## src/rtl/mux151_operand_scan.sv

```systemverilog
// mux151_operand_scan
//
// Operand-acquisition stage for the 32-bit adder datapath. It steps a shared
// 3-bit select bus across two banks of external 74151-style 8:1 multiplexers.
// For each select value it reads one nibble from each bank. The nibbles are
// assembled into two 32-bit operands, which are handed downstream with a
// one-cycle finish pulse. Handoff is held back while the downstream stage
// reports busy_nxt.
//
// Parameters:
//   SETTLE_CYC  cycles each select value is held before sampling (3..255)
//
// Ports:
//   clk        system clock
//   rst_n      synchronous active-low reset
//   start      asynchronous request; a rising edge starts one scan
//   A0..A3     bank-A mux outputs (A0 = nibble LSB), asynchronous
//   B0..B3     bank-B mux outputs (B0 = nibble LSB), asynchronous
//   busy_nxt   downstream busy; handoff is withheld while high
//   sel_AnB    select bus driven to both mux banks
//   opA, opB   assembled operands, updated only on the handoff edge
//   finish     one-cycle pulse; opA/opB are new in this cycle
//   busy       scan in progress or waiting for handoff
module mux151_operand_scan #(
  parameter int unsigned SETTLE_CYC = 4
) (
  input  logic        clk,
  input  logic        rst_n,
  input  logic        start,
  input  logic        A0,
  input  logic        A1,
  input  logic        A2,
  input  logic        A3,
  input  logic        B0,
  input  logic        B1,
  input  logic        B2,
  input  logic        B3,
  input  logic        busy_nxt,
  output logic [2:0]  sel_AnB,
  output logic [31:0] opA,
  output logic [31:0] opB,
  output logic        finish,
  output logic        busy
);

  typedef enum logic [2:0] {
    IDLE,
    SETTLE,
    SAMPLE,
    WAIT_NXT,
    DONE
  } state_e;

  localparam logic [7:0] SETTLE_LAST = 8'(SETTLE_CYC - 1);

  state_e      state_q, state_d;
  logic        start_d1_q, start_d1_d;
  logic        start_d2_q, start_d2_d;
  logic [3:0]  a_meta_q, a_meta_d;
  logic [3:0]  a_sync_q, a_sync_d;
  logic [3:0]  b_meta_q, b_meta_d;
  logic [3:0]  b_sync_q, b_sync_d;
  logic [7:0]  cnt_q, cnt_d;
  logic [2:0]  sel_q, sel_d;
  logic [31:0] work_a_q, work_a_d;
  logic [31:0] work_b_q, work_b_d;
  logic [31:0] op_a_q, op_a_d;
  logic [31:0] op_b_q, op_b_d;
  logic        start_tg;

  // start_d2 only ever lags start_d1, so a level held high yields one pulse.
  assign start_tg = start_d1_q & ~start_d2_q;

  always_comb begin
    state_d    = state_q;
    cnt_d      = cnt_q;
    sel_d      = sel_q;
    work_a_d   = work_a_q;
    work_b_d   = work_b_q;
    op_a_d     = op_a_q;
    op_b_d     = op_b_q;
    start_d1_d = start;
    start_d2_d = start_d1_q;
    a_meta_d   = {A3, A2, A1, A0};
    a_sync_d   = a_meta_q;
    b_meta_d   = {B3, B2, B1, B0};
    b_sync_d   = b_meta_q;

    case (state_q)
      IDLE: begin
        sel_d = 3'd0;
        cnt_d = 8'd0;
        if (start_tg) begin
          state_d = SETTLE;
        end
      end

      SETTLE: begin
        if (cnt_q == SETTLE_LAST) begin
          state_d = SAMPLE;
        end else begin
          cnt_d = cnt_q + 8'd1;
        end
      end

      SAMPLE: begin
        for (int k = 0; k < 8; k++) begin
          if (sel_q == 3'(k)) begin
            work_a_d[4*k +: 4] = a_sync_q;
            work_b_d[4*k +: 4] = b_sync_q;
          end
        end
        if (sel_q != 3'd7) begin
          sel_d   = sel_q + 3'd1;
          cnt_d   = 8'd0;
          state_d = SETTLE;
        end else if (!busy_nxt) begin
          // The last nibble is being latched on this same edge, so the
          // handoff must take the freshly merged working value.
          op_a_d  = work_a_d;
          op_b_d  = work_b_d;
          state_d = DONE;
        end else begin
          state_d = WAIT_NXT;
        end
      end

      WAIT_NXT: begin
        if (!busy_nxt) begin
          op_a_d  = work_a_q;
          op_b_d  = work_b_q;
          state_d = DONE;
        end
      end

      DONE: begin
        sel_d   = 3'd0;
        state_d = IDLE;
      end

      default: begin
        state_d = IDLE;
      end
    endcase
  end

  always_ff @(posedge clk) begin
    if (!rst_n) begin
      state_q    <= IDLE;
      start_d1_q <= 1'b0;
      start_d2_q <= 1'b0;
      a_meta_q   <= 4'd0;
      a_sync_q   <= 4'd0;
      b_meta_q   <= 4'd0;
      b_sync_q   <= 4'd0;
      cnt_q      <= 8'd0;
      sel_q      <= 3'd0;
      work_a_q   <= 32'd0;
      work_b_q   <= 32'd0;
      op_a_q     <= 32'd0;
      op_b_q     <= 32'd0;
    end else begin
      state_q    <= state_d;
      start_d1_q <= start_d1_d;
      start_d2_q <= start_d2_d;
      a_meta_q   <= a_meta_d;
      a_sync_q   <= a_sync_d;
      b_meta_q   <= b_meta_d;
      b_sync_q   <= b_sync_d;
      cnt_q      <= cnt_d;
      sel_q      <= sel_d;
      work_a_q   <= work_a_d;
      work_b_q   <= work_b_d;
      op_a_q     <= op_a_d;
      op_b_q     <= op_b_d;
    end
  end

  assign sel_AnB = sel_q;
  assign opA     = op_a_q;
  assign opB     = op_b_q;
  assign finish  = (state_q == DONE);
  assign busy    = (state_q != IDLE);

endmodule

```

## config.mk

```make
export PLATFORM = sky130hd
export DESIGN_NAME = mux151_operand_scan
export DESIGN_NICKNAME = d
export VERILOG_FILES = /design/src/rtl/mux151_operand_scan.sv
export SDC_FILE = /design/constraint.sdc
export NUM_CORES = 1
export LEC_CHECK = 0
export CAP_MARGIN = 10
export CORE_ASPECT_RATIO = 2
export CORE_MARGIN = 1.5
export CORE_UTILIZATION = 40
export DETAILED_ROUTE_END_ITERATION = 12
export GPL_TIMING_DRIVEN = 0
export HOLD_SLACK_MARGIN = 0.05
export PLACE_DENSITY = 0.58
export RECOVER_POWER = 100
export SLEW_MARGIN = 0
export SYNTH_ARGS = -nofsm -noshare
export SYNTH_HDL_FRONTEND = slang
export SYNTH_SLANG_ARGS = --single-unit
```

## constraint.sdc

```tcl
create_clock -name clk -period 2.3 [get_ports clk]
set_clock_uncertainty 0.05 [all_clocks]
set_input_delay 0.46 -clock clk [delete_from_list [all_inputs] [get_ports clk]]
set_output_delay 0.46 -clock clk [all_outputs]
set_load 0.02 [all_outputs]
```

==> impl_metrics.ini <==
[die]
rows = 64
die_h_um = 181
die_area_sq_um = 16600
core_sq_um = 15400
io_pins = 81
start_util_pct = 41.1
die_w_um = 91.9

[sta]
post-route-period-util_pct = 95.4
setup-violations-final = 0
slew_headroom_pct = 40.7
finalCriticalPeriod_ns = 2.19
hold_violations = 0
worst_pin_slew_ns = 0.877
drv_slew = 0
clock.fmax_mhz = 456

[worst_setup_path]
max_stage_delay_ns = 0.41
end_kind = output port
start_kind = flip-flop
endpoint = busy
critPathKind = reg2out
r2r_start = sel_AnB[1]
cp.arrival_ns = 1.68
cp_cell_sequence = buf_4 > or3_1 > dlygate4sd2_1
crit_fanout = 10
rrSetupSlack_ns = 0.11
crit_slowest_cell = or3_1
required_ns = 1.79
crit_path_start = state_q[2]
r2r-end = opB[21]
rr_worst_depth = 7

[placement]
place.detailed.hpwl_um = 13800
gp_congestion = 0.881
dpl_cell_area_sq_um = 7370
dp_cells = 973
portBuffers = 80

[grt]
grt_pass1_vias = 5450
antenna_found_initial = 0
grt_overflow = 0
grt_use_total_pct = 23.2
grt_pass1_wl_um = 29400
grt_max_degree = 17

[logic_synthesis]
ys_types = 48
synth_seq_area_share_pct = 50.6
synth-edff-count = 0
synth_warnings = 0
async_flop_share_pct = 0
ys_seq_elements = 160
synth_area_per_cell_sq_um = 9.10
syn_area_sq_um = 6330
syn_inst = 695
synthFlopType = dfxtp_1
synth_fp_nets = 714

[pwr]
p_clk_share_pct = 47.6
intPower_mw = 4.39
power_density_nw_per_um2 = 717
p_seq_share_pct = 49.0
power.leakage_nw = 3.31
pwr-share-comb_pct = 3.4
p_switching_mw = 1.34
p_sw_share_pct = 23.4
ir_drop_mv = 0.528

[cells_and_area]
stdcell_area_sq_um = 7990
final_common_cell = dfxtp_1
fin_nets = 813
n_antenna_cell = 0
syn2layout_area_growth_pct = 26.4
stdcell_count = 1005
final_cell_mix = dfxtp_1, o21ai_0, dlygate4sd3_1
drive_gt1_share_pct = 9.67

[worst_hold_path]
worst_hold_path.num_cells = 1
worstHoldPathType = reg2reg

[clocking]
tritoncts = yes
clk_path_buf_depth = 2
clk_latency_ns = 0.42
path_clk_slew_ns = 0.06
cts_setup_buffers = 0
htreeDepth = 4
numClockSinks = 160
cts_root_buf = clkbuf_16
cts_made_buffers = 17

[detailed_routing]
drcViolationCount = 0
num_vias = 5457
drt_iter0_drc = 279
postRouteWirelength_um = 18700
ant_nets = 0
dr.pass1.iters = 5
route.detailed.vias_per_inst = 5.43
routedWlPerCell_um = 18.6

[status]
status = finished clean

[run]
cap_viol_max_count = 0
==> flip-flops by register name (all words and copies together), names as in the netlist <==
| register | count |
|---|---|
| opA | 32 |
| opB | 32 |
| work_a_q | 32 |
| work_b_q | 32 |
| cnt_q | 8 |
| a_meta_q | 4 |
| a_sync_q | 4 |
| b_meta_q | 4 |
| b_sync_q | 4 |
| sel_AnB | 3 |
| state_q | 3 |
| start_d1_q | 1 |
| start_d2_q | 1 |
==> worst min path at each step <==
stage | from | to | slack, ns
final | a_meta_q[1] | a_sync_q[1] | 0.38
after global routing | b_meta_q[3] | b_sync_q[3] | 0.41
after CTS | a_meta_q[1] | a_sync_q[1] | 0.38
after detailed placement | a_meta_q[1] | a_sync_q[1] | 0.37
after global placement | a_meta_q[3] | a_sync_q[3] | 0.37
after floorplan | a_meta_q[0] | a_sync_q[0] | 0.36
==> power groups by stage <==
stage | combinational [mW] | sequential (mW) | clock, mW
CTS | 0.199 | 2.81 | 2.76
floorplan | 0.107 | 2.87 | 0
global route | 0.210 | 2.81 | 2.88
global placement | 0.197 | 2.87 | 0
detailed placement | 0.199 | 2.87 | 0
finish | 0.193 | 2.81 | 2.73
==> critical path: cells and delay by family, from the launching register on <==
kind	cells	cell delay (ns)
buffers and inverters	2	0.52
AND/OR/NAND/NOR	1	0.41
flip-flops	1	0.33
==> cells in the mapped netlist, drive strengths merged, types with 2 or more instances <==
cell,number,share of area (%)
a211oi,48,5.7
inv,5,0.30
nor3b,2,0.49
and2,23,2.3
a21oi,55,4.4
ha,7,1.4
clkbuf,43,2.6
nand2,50,3.0
mux2i,48,7.6
nand2b,2,0.20
o21ai,69,5.5
nand3,30,2.6
nor4b,3,0.85
nor3,50,4.0
dfxtp,160,51
buf,19,1.7
a211o,2,0.28
and3,7,0.69
nor2,49,2.9
or3,3,0.30
==> layout make-up <==
type,count,area (sq um)
fill,1515,7380
buffer,62,280
inverter,5,18.8
timing repair buffer,80,798
sequential,160,3200
clock inverter,14,130
multi-input combinational,468,2880
clock buffer,18,439
tap,198,248
==> per-stage QoR <==
| stage | hold WS (ns) | power, mW | setup TNS (ns) | setup slack (ns) | util [%] |
|---|---|---|---|---|---|
| 2_1_floorplan | 0.362 | 2.98 | 0 | 0.205 | - |
| 3_3_place_gp | 0.365 | 3.06 | -20.94 | -0.341 | 48.0 |
| 3_5_place_dp | 0.369 | 3.07 | -22.19 | -0.363 | 48.0 |
| 4_1_cts | 0.385 | 5.77 | 0 | 0.00608 | 52.0 |
| 5_1_grt | 0.408 | 5.90 | -0.0296 | -0.00976 | 52.0 |
| 6_report | 0.384 | 5.73 | 0 | 0.106 | 52.0 |
==> timing repair <==
item | in CTS | in global routing
gates resized for setup | 22 | 16
hold endpoints to repair | 0 | 0
gates cloned | 0 | 0
setup endpoints to repair | 66 | 64
hold buffers | 0 | 0
==> cells by family (layout without fill, tap and decap cells) <==
logic type                 count (synthesis)  count (layout)  synth area share, %
xor gates and xnor gates                   1               1                0.138
buffers and inverters                     67             179                 4.59
AOI/OAI and AO/OA                        187             187                 17.6
muxes                                     49              49                 7.77
adders and majority gates                  7               7                 1.38
DFF                                      160             160                 50.6
and+or+nand+nor                          224             224                 17.9
==> routing by layer <==
| metal | GRT usage, % | wire length [um] | vias to the layer above | part of all wire [%] |
|---|---|---|---|---|
| met5 | 0 | 0 | - | 0 |
| met4 | 11.4 | 847 | 0 | 4.5 |
| met3 | 3.62 | 703 | 51 | 3.8 |
| met2 | 43.8 | 10300 | 160 | 55 |
| met1 | 24.2 | 6800 | 2588 | 36 |
| li1 | - | - | 2658 | - |
No activity file was read; power rests on OpenSTA's default activity.
